File: config.mk
export PLATFORM = sky130hd
export DESIGN_NAME = intersection_scheduler_flat
export DESIGN_NICKNAME = d
export VERILOG_FILES = /design/src/rtl/intersection_scheduler_pkg.sv /design/src/rtl/intersection_scheduler_if.sv /design/src/rtl/intersection_scheduler_rr_picker.sv /design/src/rtl/intersection_scheduler.sv /design/src/flat_wrapper.sv
export SDC_FILE = /design/constraint.sdc
export NUM_CORES = 1
export LEC_CHECK = 0
export ABC_AREA = 1
export BUFFER_PORTS_ARGS = -buffer_cell sky130_fd_sc_hd__buf_4
export CORE_MARGIN = 2
export CORE_UTILIZATION = 57
export CTS_CLUSTER_DIAMETER = 60
export DETAILED_ROUTE_END_ITERATION = 10
export PLACE_DENSITY = 0.86
export REMOVE_ABC_BUFFERS = 1
export SLEW_MARGIN = 20
export SYNTH_ARGS = -nofsm -noshare
export SYNTH_HDL_FRONTEND = slang
export SYNTH_SLANG_ARGS = --single-unit
File: constraint.sdc
create_clock -name clk -period 2.4 [get_ports clk]
set_input_delay 0.48 -clock clk [delete_from_list [all_inputs] [get_ports clk]]
set_output_delay 0.48 -clock clk [all_outputs]
set_load 0.02 [all_outputs]
File: src/rtl/intersection_scheduler_pkg.sv
// Shared types for the intersection scheduler: phases, light codes and
// the per-approach light bundle.
package traffic_pkg;

  typedef enum logic [2:0] {
    STARTUP,
    ALL_RED,
    GREEN,
    YELLOW,
    FLASH
  } phase_e;

  localparam logic [2:0] LT_RED    = 3'b100;
  localparam logic [2:0] LT_YELLOW = 3'b010;
  localparam logic [2:0] LT_GREEN  = 3'b001;
  localparam logic [2:0] LT_OFF    = 3'b000;

  typedef logic [3:0][2:0] lights_t;

  function automatic int max2(int a, int b);
    return (a > b) ? a : b;
  endfunction

  // All approaches red except the one at idx, which shows lt.
  function automatic lights_t one_lit(logic [1:0] idx, logic [2:0] lt);
    lights_t l;
    l      = {4{LT_RED}};
    l[idx] = lt;
    return l;
  endfunction

endpackage

File: src/rtl/intersection_scheduler_if.sv
// Request inputs and light/grant outputs of one intersection.
interface intersection_scheduler_if;
  import traffic_pkg::*;

  logic [3:0] requests;
  logic [3:0] preferentials;
  logic [3:0] force_reds;
  logic       attention;
  lights_t    lights;
  logic       grant_valid;
  logic [1:0] grant_idx;
  logic [2:0] phase;

  modport master (
    output requests, preferentials, force_reds, attention,
    input  lights, grant_valid, grant_idx, phase
  );

  modport slave (
    input  requests, preferentials, force_reds, attention,
    output lights, grant_valid, grant_idx, phase
  );

endinterface

File: src/rtl/intersection_scheduler_rr_picker.sv
// Round-robin first-set finder over four requests, starting at ptr.
module rr_picker (
  input  logic [3:0] req,
  input  logic [1:0] ptr,
  output logic       valid,
  output logic [1:0] idx
);

  // Scan farthest-first so the closest set bit to ptr wins.
  always_comb begin
    valid = |req;
    idx   = ptr;
    for (int i = 3; i >= 0; i--) begin
      if (req[ptr + 2'(i)]) idx = ptr + 2'(i);
    end
  end

endmodule

File: src/rtl/intersection_scheduler.sv
// Four-approach traffic light sequencer: startup, all-red clearance,
// round-robin green grants with priority, yellow and attention flashing.
module intersection_scheduler
  import traffic_pkg::*;
#(
  parameter int STARTUP_STEP = 8,
  parameter int ALL_RED_TIME = 2,
  parameter int GREEN_MIN    = 4,
  parameter int GREEN_MAX    = 8,
  parameter int YELLOW_TIME  = 2,
  parameter int FLASH_PERIOD = 4
) (
  input  logic clk,
  input  logic rst,
  intersection_scheduler_if.slave bus
);

  localparam int TMAX = max2(
    max2(max2(STARTUP_STEP, ALL_RED_TIME), max2(GREEN_MIN, GREEN_MAX)),
    max2(YELLOW_TIME, FLASH_PERIOD));
  localparam int TW = $clog2(TMAX) + 1;

  typedef logic [TW-1:0] tmr_t;

  localparam tmr_t T_STEP = tmr_t'(STARTUP_STEP - 1);
  localparam tmr_t T_AR   = tmr_t'(ALL_RED_TIME - 1);
  localparam tmr_t T_GMIN = tmr_t'(GREEN_MIN - 1);
  localparam tmr_t T_GMAX = tmr_t'(GREEN_MAX - 1);
  localparam tmr_t T_Y    = tmr_t'(YELLOW_TIME - 1);
  localparam tmr_t T_FP   = tmr_t'(FLASH_PERIOD - 1);

  phase_e     phase_q;
  lights_t    lights_q;
  logic       gv_q;
  logic [1:0] gidx_q;
  logic [1:0] rr_q;
  tmr_t       timer_q;

  logic [3:0] elig;
  logic [3:0] pelig;
  logic [3:0] others;
  logic       pv;
  logic       ev;
  logic [1:0] pidx;
  logic [1:0] eidx;
  logic [1:0] pick;
  logic       min_ok;
  logic       g_exit;
  tmr_t       t_inc;

  assign elig   = bus.requests & ~bus.force_reds;
  assign pelig  = bus.preferentials & ~bus.force_reds;
  assign others = (elig | pelig) & ~(4'b0001 << gidx_q);
  assign pick   = pv ? pidx : eidx;
  assign min_ok = timer_q >= T_GMIN;
  assign t_inc  = (&timer_q) ? timer_q : timer_q + 1'b1;

  assign g_exit = bus.force_reds[gidx_q]
               || (bus.attention && min_ok)
               || (timer_q == T_GMAX)
               || (min_ok && (!bus.requests[gidx_q] || (|others)));

  rr_picker u_pick_pref (
    .req   (pelig),
    .ptr   (rr_q),
    .valid (pv),
    .idx   (pidx)
  );

  rr_picker u_pick_req (
    .req   (elig),
    .ptr   (rr_q),
    .valid (ev),
    .idx   (eidx)
  );

  always_ff @(posedge clk or negedge rst) begin
    if (!rst) begin
      phase_q  <= STARTUP;
      lights_q <= '0;
      gv_q     <= 1'b0;
      gidx_q   <= 2'd0;
      rr_q     <= 2'd0;
      timer_q  <= '0;
    end else begin
      unique case (phase_q)
        STARTUP: begin
          if (lights_q[3] == LT_RED) begin
            phase_q <= ALL_RED;
            timer_q <= '0;
          end else if (lights_q[0] == LT_OFF) begin
            lights_q[0] <= LT_RED;
            timer_q     <= '0;
          end else if (timer_q == T_STEP) begin
            timer_q <= '0;
            if (lights_q[1] == LT_OFF)      lights_q[1] <= LT_RED;
            else if (lights_q[2] == LT_OFF) lights_q[2] <= LT_RED;
            else                            lights_q[3] <= LT_RED;
          end else begin
            timer_q <= t_inc;
          end
        end
        ALL_RED: begin
          if (timer_q >= T_AR && bus.attention) begin
            phase_q  <= FLASH;
            lights_q <= {4{LT_YELLOW}};
            timer_q  <= '0;
          end else if (timer_q >= T_AR && (pv || ev)) begin
            phase_q  <= GREEN;
            lights_q <= one_lit(pick, LT_GREEN);
            gv_q     <= 1'b1;
            gidx_q   <= pick;
            timer_q  <= '0;
          end else begin
            lights_q <= {4{LT_RED}};
            timer_q  <= t_inc;
          end
        end
        GREEN: begin
          if (g_exit) begin
            phase_q  <= YELLOW;
            lights_q <= one_lit(gidx_q, LT_YELLOW);
            timer_q  <= '0;
          end else begin
            timer_q <= t_inc;
          end
        end
        YELLOW: begin
          if (timer_q >= T_Y) begin
            phase_q  <= ALL_RED;
            lights_q <= {4{LT_RED}};
            gv_q     <= 1'b0;
            rr_q     <= gidx_q + 2'd1;
            timer_q  <= '0;
          end else begin
            timer_q <= t_inc;
          end
        end
        FLASH: begin
          if (!bus.attention) begin
            phase_q  <= ALL_RED;
            lights_q <= {4{LT_RED}};
            timer_q  <= '0;
          end else if (timer_q >= T_FP) begin
            lights_q <= (lights_q[0] == LT_YELLOW) ? '0 : {4{LT_YELLOW}};
            timer_q  <= '0;
          end else begin
            timer_q <= t_inc;
          end
        end
        default: begin
          phase_q  <= STARTUP;
          lights_q <= '0;
          gv_q     <= 1'b0;
          timer_q  <= '0;
        end
      endcase
    end
  end

  assign bus.lights      = lights_q;
  assign bus.grant_valid = gv_q;
  assign bus.grant_idx   = gidx_q;
  assign bus.phase       = phase_q;

endmodule

File: src/flat_wrapper.sv
// flat-port wrapper written by rule: the top's interface ports become plain ports
module intersection_scheduler_flat import traffic_pkg::*;
#(
  parameter int STARTUP_STEP = 8,
  parameter int ALL_RED_TIME = 2,
  parameter int GREEN_MIN    = 4,
  parameter int GREEN_MAX    = 8,
  parameter int YELLOW_TIME  = 2,
  parameter int FLASH_PERIOD = 4
)
  (clk, rst, bus_requests, bus_preferentials, bus_force_reds, bus_attention, bus_lights, bus_grant_valid, bus_grant_idx, bus_phase);
  intersection_scheduler_if bus_i ();
  input  logic clk;
  input  logic rst;
  input wire logic [$bits(bus_i.requests)-1:0] bus_requests;
  input wire logic [$bits(bus_i.preferentials)-1:0] bus_preferentials;
  input wire logic [$bits(bus_i.force_reds)-1:0] bus_force_reds;
  input wire logic [$bits(bus_i.attention)-1:0] bus_attention;
  output wire logic [$bits(bus_i.lights)-1:0] bus_lights;
  output wire logic [$bits(bus_i.grant_valid)-1:0] bus_grant_valid;
  output wire logic [$bits(bus_i.grant_idx)-1:0] bus_grant_idx;
  output wire logic [$bits(bus_i.phase)-1:0] bus_phase;
  assign bus_i.requests = bus_requests;
  assign bus_i.preferentials = bus_preferentials;
  assign bus_i.force_reds = bus_force_reds;
  assign bus_i.attention = bus_attention;
  assign bus_lights = bus_i.lights;
  assign bus_grant_valid = bus_i.grant_valid;
  assign bus_grant_idx = bus_i.grant_idx;
  assign bus_phase = bus_i.phase;
  intersection_scheduler #(.STARTUP_STEP(STARTUP_STEP), .ALL_RED_TIME(ALL_RED_TIME), .GREEN_MIN(GREEN_MIN), .GREEN_MAX(GREEN_MAX), .YELLOW_TIME(YELLOW_TIME), .FLASH_PERIOD(FLASH_PERIOD)) u_core (.clk(clk), .rst(rst), .bus(bus_i));
endmodule
==> results of run 1 <==
[worst paths after layout]
| kind | from | endpoint |
|---|---|---|
| max | u_core.timer_q[0] | u_core.bus.lights[1] |
| min | rst | u_core.timer_q[1] |
| min in group clk | bus_attention | u_core.bus.phase[2] |
| min reg2reg | u_core.bus.lights[10] | u_core.bus.lights[10] |
| max reg2reg | u_core.timer_q[0] | u_core.bus.lights[1] |
| max in group asynchronous | rst | u_core.bus.grant_idx[0] |
[flip-flops by register name (all words and copies together), names as in the netlist]
signal,flops
u_core.bus.grant_valid,1
u_core.rr_q,2
u_core.bus.lights,12
u_core.timer_q,4
u_core.bus.grant_idx,2
u_core.bus.phase,3
[area by class of cell]
cell class | instances | area (sq um) | area share [%]
repair buffers | 34 | 255 | 10.8
clock buffers | 3 | 22.5 | 0.952
inverters | 57 | 214 | 9.04
flip-flops and latches | 24 | 602 | 25.4
well taps | 46 | 57.6 | 2.43
clock inverters | 1 | 30.0 | 1.27
multi-input cells | 246 | 1180 | 50.1
[cells in the final DEF (no fill, tap or decap), types with 2 or more instances in the layout]
cell type	n
nand2_1	105
inv_1	54
nor2_1	36
buf_4	34
dfrtp_1	23
a21oi_1	20
o21ai_0	20
nand3_1	20
nand2_2	8
ha_1	7
nor3_1	5
nand4_1	4
nand3b_1	4
inv_2	3
clkbuf_4	3
o21ai_1	2
o31ai_1	2
[logic make-up (layout without fill, tap and decap cells)]
kind of cell / count (synthesis) / count (layout) / synth area share [%]
AND/OR/NAND/NOR: 187 / 187 / 39.4
buffers and inverters: 60 / 95 / 11.6
AO/OA/AOI/OAI: 50 / 50 / 13.7
flip-flops: 24 / 24 / 29.7
adder cells (fa/ha/maj): 7 / 7 / 4.33
XOR/XNOR: 2 / 2 / 1.24
[through the flow]
step / util (%) / hold WS, ns / total power, mW
3_3_place_gp: 68.8 / 0.394 / 2.88
6_report: 70.3 / 0.0251 / 3.25
4_1_cts: 70.3 / 0.0333 / 3.23
5_1_grt: 70.3 / 0.0348 / 3.60
2_1_floorplan: - / 0.184 / 2.28
3_5_place_dp: 68.8 / 0.393 / 2.92
[Yosys cell counts]
| cell type | count | area [sq um] |
|---|---|---|
| a21oi_1 | 20 | 100 |
| a31oi_1 | 1 | 6.26 |
| and2_1 | 1 | 6.26 |
| buf_2 | 2 | 10.0 |
| buf_6 | 1 | 11.3 |
| dfrtp_1 | 24 | 601 |
| ha_1 | 7 | 87.6 |
| inv_1 | 54 | 203 |
| inv_2 | 3 | 11.3 |
| nand2_1 | 105 | 394 |
| nand2_2 | 8 | 50.1 |
| nand3_1 | 20 | 100 |
| nand3_2 | 1 | 10.0 |
| nand3b_1 | 4 | 30.0 |
| nand4_1 | 4 | 25.0 |
| nor2_1 | 36 | 135 |
| nor2_2 | 1 | 6.26 |
| nor3_1 | 5 | 25.0 |
| nor3b_1 | 1 | 7.51 |
| o2111ai_2 | 1 | 15.0 |
| o211ai_1 | 1 | 7.51 |
| o21a_1 | 1 | 7.51 |
| o21ai_0 | 20 | 100 |
| o21ai_1 | 2 | 10.0 |
| o221ai_1 | 1 | 8.76 |
| o22ai_1 | 1 | 6.26 |
| o31ai_1 | 2 | 15.0 |
| or3_1 | 1 | 6.26 |
| xnor2_2 | 1 | 16.3 |
| xor2_1 | 1 | 8.76 |
[metal layers]
metal  vias to the layer above  share of wire, %
met5                         -                 0
met4                         0               1.8
met3                        10               8.0
met2                       107                46
met1                      1025                45
li1                       1115                 -
[power groups by stage]
stage                     clock [mW]  sequential [mW]  combinational (mW)
after floorplan                    0            0.895                1.39
after CTS                      0.301            0.787                2.14
final                          0.299            0.793                2.16
after detailed placement           0            0.795                2.13
after global routing           0.318            0.822                2.46
after global placement             0            0.791                2.09
==> flow_summary.json, run 1 <==
{
  "status": "complete, no violations",
  "skew_ns": 0.00122,
  "grt_pass1_vias": 2124,
  "io_buffers": 32,
  "cts_buffer_depth": 2,
  "hpwl_microns": 4250,
  "final_area_sq_um": 2370,
  "rsz0062_at_grt": "false",
  "cp.depth": 9,
  "dr_total_vias": 2257,
  "syn_avg_cell_area_sq_um": 6.12,
  "chipHeight_microns": 63.5,
  "cp-start-kind": "flip-flop",
  "p_int_mw": 1.50,
  "post-cts-setup-buffers": 0,
  "io_pins": 33,
  "reg2reg_slack_ns": 0.21,
  "hold_buffers": 0,
  "drc_errors": 0,
  "core_sq_um": 3360,
  "final_nets": 388,
  "post-route-period-util_pct": 91.1,
  "totalWireLength_microns": 5250,
  "pre_cts_ws_ns": 0.183,
  "wl_per_cell_microns": 12.8,
  "yosys_warnings": 0,
  "globalRouteTotalUtil_pct": 28.1,
  "fin_crit_ns": 2.19,
  "fmax_ghz": 0.458,
  "drt-pass1-iter-count": 5,
  "slowest_delay_ns": 0.44,
  "cts_max_level": 1,
  "use_met3_pct": 3.93,
  "grtUsageMet1_pct": 37.8,
  "timing.final.ws_setup_ns": 0.214,
  "setup_tns_ns": 0,
  "path_buf_inv": 3,
  "die-area_sq_um": 4040,
  "max_slew_margin_pct": 64.7,
  "cp.arrival_ns": 2.40,
  "pwr-share-comb_pct": 66.5,
  "antenna_left": 0,
  "drtIter0Drc": 198,
  "syn_to_final_growth_pct": 17.1,
  "p_seq_share_pct": 24.4,
  "diodes": 0,
  "p_leak_nw": 1.34,
  "synthCells": 330,
  "cts_buffers": 3,
  "synth_seq_cells": 24,
  "die_w_microns": 63.5,
  "clkTransAtPathRegs_ns": 0.14,
  "slew_viol_final": 0,
  "crit_fanout": 4,
  "grt_antenna_before_repair": 0,
  "use_met2_pct": 45.9,
  "synth-seq-area-share_pct": 29.7,
  "worst_pin_slew_ns": 0.524,
  "syn_area_sq_um": 2020,
  "path_delay_family": "compound AO/OA/AOI/OAI gates",
  "synth_cell_types": 30,
  "hp-class": "in2async",
  "cts-root-buf": "clkbuf_4",
  "end_kind": "flip-flop",
  "cp_slowest_cell": "dfrtp_1",
  "worstPathCellList": "inv_1 > ha_1 > inv_1 > nor3_1 > inv_1 > nand3_1 > o21ai_0 > a21oi_1 > o21ai_0",
  "gp_congestion": 0.971,
  "grt_busiest_layer": "met2",
  "drive_gt1_share_pct": 14.8,
  "cts_tree": "done",
  "cts_sinks": 24,
  "swShare_pct": 54.0,
  "finalSetupViolations": 0,
  "hold_viol": 0,
  "max_cap_viol_count": 0,
  "clockPowerShare_pct": 9.2,
  "grt_start_max_net_pins": 25,
  "switchingPower_mw": 1.76,
  "required_ns": 2.61,
  "fillers": 330,
  "grt_overflow": 0,
  "crit_type": "reg2reg",
  "placed_area_sq_um": 2310,
  "ir_drop_v": 0.000765,
  "power_density_nw_per_um2": 1380,
  "worstSkewPairLatency_ns": 0.32,
  "viasPerCell": 5.49,
  "initial_core_util_pct": 60.1,
  "grt_pass1_wl_microns": 9230,
  "dpl.cell_count": 407,
  "num_rows": 21,
  "cts_resized": 0,
  "stdcell_count": 411,
  "worstRegToRegCells": 9,
  "cpMostUsedCell": "inv_1"
}
Note: power is estimated with default switching activity, not from simulation.
==> run 2: changes to the inputs <==
--- a/config.mk
+++ b/config.mk
@@ -8,10 +8,10 @@
 export ABC_AREA = 1
 export BUFFER_PORTS_ARGS = -buffer_cell sky130_fd_sc_hd__buf_4
 export CORE_MARGIN = 2
-export CORE_UTILIZATION = 57
-export CTS_CLUSTER_DIAMETER = 60
+export CORE_UTILIZATION = 55
+export CTS_CLUSTER_DIAMETER = 40
 export DETAILED_ROUTE_END_ITERATION = 10
-export PLACE_DENSITY = 0.86
+export PLACE_DENSITY = 0.84
 export REMOVE_ABC_BUFFERS = 1
 export SLEW_MARGIN = 20
 export SYNTH_ARGS = -nofsm -noshare
==> run 2 against run 1 <==
Net effect:
- worst setup slack better by 0.063 ns
- sequential share of layout area decreased by 0.11 points
- critical path depth rose by 4
- maximum frequency grew 2.9%
- design area up 0.63%
- die area is 3.4% higher
- clock skew increased by 0.0026 ns
- critical path type unchanged
- largest power group unchanged
==> flow_summary.json, run 2 (synthesis gave the netlist of run 1 again) <==
{
  "pre_cts_ws_ns": 0.194,
  "grt_overflow": 0,
  "cp-start-kind": "flip-flop",
  "post-route-period-util_pct": 88.5,
  "clockPowerShare_pct": 10.9,
  "io_pins": 33,
  "syn_to_final_growth_pct": 17.8,
  "initial_core_util_pct": 56.0,
  "skew_ns": 0.00383,
  "cts_resized": 0,
  "timing.final.ws_setup_ns": 0.277,
  "fmax_ghz": 0.471,
  "grt_start_max_net_pins": 25,
  "totalWireLength_microns": 5020,
  "final_nets": 387,
  "final_common_cell": "nand2_1",
  "globalRouteTotalUtil_pct": 25.2,
  "drt-pass1-iter-count": 7,
  "clkTransAtPathRegs_ns": 0.09,
  "hp-class": "in2async",
  "antenna_left": 0,
  "required_ns": 2.56,
  "worstRegToRegCells": 13,
  "reg2reg_from": "u_core.bus.grant_idx[0]",
  "hpwl_microns": 3990,
  "finalSetupViolations": 0,
  "slowest_delay_ns": 0.50,
  "cts-root-buf": "clkbuf_8",
  "rsz0062_at_grt": "false",
  "io_buffers": 32,
  "hold_buffers": 0,
  "cp.arrival_ns": 2.29,
  "p_leak_nw": 1.34,
  "diodes": 0,
  "die_w_microns": 64.6,
  "setup_tns_ns": 0,
  "wl_per_cell_microns": 12.2,
  "grt_pass1_wl_microns": 8310,
  "slew_viol_final": 0,
  "cts_buffer_depth": 2,
  "fin_crit_ns": 2.12,
  "hold_viol": 0,
  "post-cts-setup-buffers": 0,
  "crit_fanout": 13,
  "pwr-share-comb_pct": 65.5,
  "cpMostUsedCell": "inv_1",
  "drive_gt1_share_pct": 14.8,
  "timing.rr.end": "u_core.timer_q[3]",
  "core_sq_um": 3610,
  "dr_total_vias": 2189,
  "worstSkewPairLatency_ns": 0.27,
  "cts_max_level": 1,
  "max_cap_viol_count": 0,
  "p_int_mw": 1.56,
  "crit_type": "reg2reg",
  "cts_tree": "done",
  "num_rows": 22,
  "final_cell_mix": "nand2_1, inv_1, nor2_1",
  "die-area_sq_um": 4180,
  "end_kind": "flip-flop",
  "fillers": 337,
  "switchingPower_mw": 1.75,
  "drc_errors": 0,
  "ir_drop_v": 0.000660,
  "viasPerCell": 5.31,
  "drtIter0Drc": 155,
  "status": "complete, no violations",
  "gp_congestion": 0.938,
  "cp_slowest_cell": "dfrtp_2",
  "cts_sinks": 24,
  "cts_buffers": 3,
  "largest_reg_flops": 12,
  "p_seq_share_pct": 23.6,
  "grt_antenna_before_repair": 0,
  "worstPathCellList": "inv_1 > ha_1 > inv_1 > o21ai_0 > nand2_1 > inv_1 > nand4_1 > nand2_1 > nand3_1 > and2_1 > nand3_1 > nor2_1 > nor2_1",
  "worst_pin_slew_ns": 0.541,
  "finalPower_mw": 3.31,
  "max_slew_margin_pct": 63.6,
  "chipHeight_microns": 64.6,
  "grt_pass1_vias": 1882,
  "swShare_pct": 52.8,
  "reg2reg_slack_ns": 0.28,
  "power_density_nw_per_um2": 1390
}
-- run 2: power groups by stage --
stage | sequential (mW) | combinational (mW) | clock, mW
2_1_floorplan | 0.895 | 1.39 | 0
6_report | 0.781 | 2.17 | 0.362
3_3_place_gp | 0.779 | 2.10 | 0
5_1_grt | 0.808 | 2.43 | 0.381
3_5_place_dp | 0.778 | 2.12 | 0
4_1_cts | 0.775 | 2.14 | 0.362
-- run 2: worst max-delay path by stage --
stage,start,end,slack (ns),depth (start not counted)
2_1_floorplan,u_core.bus.grant_idx[0],u_core.timer_q[0],0.43,13
3_3_place_gp,u_core.bus.grant_idx[0],u_core.timer_q[3],0.22,13
3_5_place_dp,u_core.bus.grant_idx[0],u_core.timer_q[3],0.19,13
4_1_cts,u_core.bus.grant_idx[0],u_core.timer_q[3],0.16,13
5_1_grt,u_core.bus.grant_idx[0],u_core.timer_q[1],0.05,13
6_report,u_core.bus.grant_idx[0],u_core.timer_q[3],0.28,13
-- run 2: worst max-delay path, delay by kind of cell, from the launching register on --
family | cells | cell delay (ns)
AND/OR/NAND/NOR | 8 | 0.96
flip-flops | 1 | 0.50
buffers and inverters | 3 | 0.24
adder cells (fa/ha/maj) | 1 | 0.23
AO/OA/AOI/OAI | 1 | 0.08
-- run 2: per-layer routing --
metal	vias to the layer above	share of wire [%]	global-route usage, %
met2	77	45	40.2
met3	12	6.1	2.60
met4	0	1.9	8.51
met1	990	47	35.8
met5	-	0	0
li1	1110	-	-
-- run 2: area by class of cell --
cell class	count	area, sq um	area share [%]
repair buffers	33	248	10.4
clock inverters	1	30.0	1.26
flip-flops and latches	24	603	25.3
inverters	57	214	8.99
multi-input cells	246	1180	49.8
well taps	48	60.1	2.52
clock buffers	3	41.3	1.73
-- run 2: through the flow --
step                      cells  hold slack (ns)  utilization, %  area [sq um]
after floorplan             327            0.184               -          2000
after global placement      408            0.398            64.0          2310
after detailed placement    408            0.396            64.0          2310
after CTS                   412            0.102            66.0          2380
after global routing        412            0.101            66.0          2380
final                       412           0.0840            66.0          2380
==> run 3: changes to the inputs <==
--- a/config.mk
+++ b/config.mk
@@ -7,11 +7,13 @@
 export LEC_CHECK = 0
 export ABC_AREA = 1
 export BUFFER_PORTS_ARGS = -buffer_cell sky130_fd_sc_hd__buf_4
+export CELL_PAD_IN_SITES_DETAIL_PLACEMENT = 1
+export CELL_PAD_IN_SITES_GLOBAL_PLACEMENT = 2
 export CORE_MARGIN = 2
-export CORE_UTILIZATION = 55
+export CORE_UTILIZATION = 30
 export CTS_CLUSTER_DIAMETER = 40
 export DETAILED_ROUTE_END_ITERATION = 10
-export PLACE_DENSITY = 0.84
+export PLACE_DENSITY = 0.86
 export REMOVE_ABC_BUFFERS = 1
 export SLEW_MARGIN = 20
 export SYNTH_ARGS = -nofsm -noshare
==> run 3 against run 2 <==
Net effect:
- die area increased by 77%
- combinational power up 6%
- clock power is 3% higher
- clock skew up 0.0098 ns
- non-clock buffer count is 3 higher
- wire length rose by 29%
- register-to-register slack lost 0.05 ns
- worst hold slack improved by 0.0074 ns
- maximum frequency down 2.4%
- critical path type unchanged
- largest power group unchanged
- highest routed layer unchanged
==> flow_summary.json, run 3 (synthesis gave the netlist of run 1 again) <==
{
  "dr_total_vias": 2144,
  "final_cell_mix": "nand2_1, inv_1, nor2_1, buf_4, dfrtp_1",
  "crit_type": "reg2reg",
  "antenna_left": 0,
  "crit_fanout": 6,
  "grtUsageMet1_pct": 25.3,
  "fin_crit_ns": 2.17,
  "cts_resized": 0,
  "timing.rr.end": "u_core.bus.lights[11]",
  "end_kind": "flip-flop",
  "worstRegToRegCells": 12,
  "cts_sinks": 24,
  "worst_pin_slew_ns": 0.467,
  "reg2reg_slack_ns": 0.23,
  "use_met2_pct": 31.5,
  "die_w_microns": 86.1,
  "io_buffers": 32,
  "max_cap_viol_count": 0,
  "finalSetupViolations": 0,
  "worstSkewPairLatency_ns": 0.28,
  "chipHeight_microns": 86.1,
  "skew_ns": 0.0136,
  "core_sq_um": 6420,
  "finalPower_mw": 3.43,
  "grt_pass1_vias": 2211,
  "grt_busiest_layer": "met2",
  "num_rows": 29,
  "viasPerCell": 4.83,
  "die-area_sq_um": 7410,
  "wl_per_cell_microns": 14.6,
  "timing.final.ws_setup_ns": 0.226,
  "drtIter0Drc": 70,
  "totalWireLength_microns": 6470,
  "final_common_cell": "nand2_1",
  "cts_buffer_depth": 2,
  "rsz0062_at_grt": "false",
  "grt_overflow": 0,
  "pre_cts_ws_ns": 0.206,
  "io_pins": 33,
  "drt-pass1-iter-count": 4,
  "cts_max_level": 1,
  "hold_viol": 0,
  "p_leak_nw": 1.36,
  "hold_buffers": 0,
  "cp-start-kind": "flip-flop",
  "hpwl_microns": 5440,
  "reg2reg_from": "u_core.timer_q[0]",
  "use_met3_pct": 1.44,
  "largest_reg_flops": 12,
  "globalRouteTotalUtil_pct": 18.5,
  "power_density_nw_per_um2": 1410,
  "max_slew_margin_pct": 68.6,
  "initial_core_util_pct": 31.5,
  "grt_start_max_net_pins": 25,
  "required_ns": 2.62,
  "syn_to_final_growth_pct": 20.6,
  "grt_antenna_before_repair": 0,
  "cp.arrival_ns": 2.40,
  "fmax_ghz": 0.460,
  "grt_pass1_wl_microns": 10800,
  "drive_gt1_share_pct": 15.0,
  "clkTransAtPathRegs_ns": 0.10,
  "post-cts-setup-buffers": 0,
  "cts_tree": "done",
  "hp-class": "in2async",
  "cts_buffers": 3,
  "diodes": 0,
  "status": "complete, no violations",
  "cts-root-buf": "clkbuf_8",
  "setup_tns_ns": 0,
  "post-route-period-util_pct": 90.6,
  "drc_errors": 0,
  "slew_viol_final": 0,
  "ir_drop_v": 0.000399,
  "gp_congestion": 0.887,
  "final_nets": 390
}
[run 3: cell types whose count changed in the layout (fill, tap and decap cells not counted), sizes merged]
cell  before  now
buf       33   36
[run 3: worst max path at each step]
stage,endpoint,start,slack (ns),depth (start not counted)
finish,u_core.bus.lights[11],u_core.timer_q[0],0.23,12
CTS,u_core.bus.lights[2],u_core.timer_q[0],0.18,12
global placement,u_core.bus.lights[2],u_core.timer_q[0],0.20,12
detailed placement,u_core.bus.lights[2],u_core.timer_q[0],0.21,12
global route,u_core.bus.lights[2],u_core.timer_q[0],0.006,12
floorplan,u_core.timer_q[0],u_core.bus.grant_idx[0],0.43,13
[run 3: metal layers]
layer | part of all wire, % | up-vias
li1 | - | 1113
met1 | 49 | 1004
met2 | 48 | 21
met3 | 1.4 | 6
met4 | 1.6 | 0
met5 | 0 | -
[run 3: final cells by class]
class	count	area, sq um
Clock buffer	3	41.3
Tap cell	77	96.3
Fill cell	860	3990
Inverter	57	214
Clock inverter	1	30.0
Timing Repair Buffer	36	270
Multi-Input combinational cell	246	1180
Sequential cell	24	601
[run 3: stage by stage]
step / hold WS (ns) / instances / utilization, % / instance area [sq um]
finish: 0.0914 / 444 / 38.0 / 2440
global route: 0.101 / 444 / 38.0 / 2440
CTS: 0.104 / 444 / 38.0 / 2440
detailed placement: 0.411 / 440 / 36.8 / 2370
global placement: 0.405 / 440 / 36.8 / 2370
floorplan: 0.184 / 327 / - / 2000
[run 3: critical path, cell delays in order, from the launching register on]
cell and delay [ns]:
dfrtp_1 0.43, inv_1 0.10, ha_1 0.15, inv_1 0.04, nor3_1 0.41, o21ai_0 0.20
inv_1 0.21, nand2_1 0.15, nand3_1 0.17, a21oi_1 0.06, nand2_1 0.10, nand2_1 0.06
nand2_1 0.05
[run 3: report_power, final]
group	total, mW	switching, mW	internal, mW
logic	2.31	1.52	0.790
registers	0.751	0.179	0.571
clock network	0.373	0.150	0.223
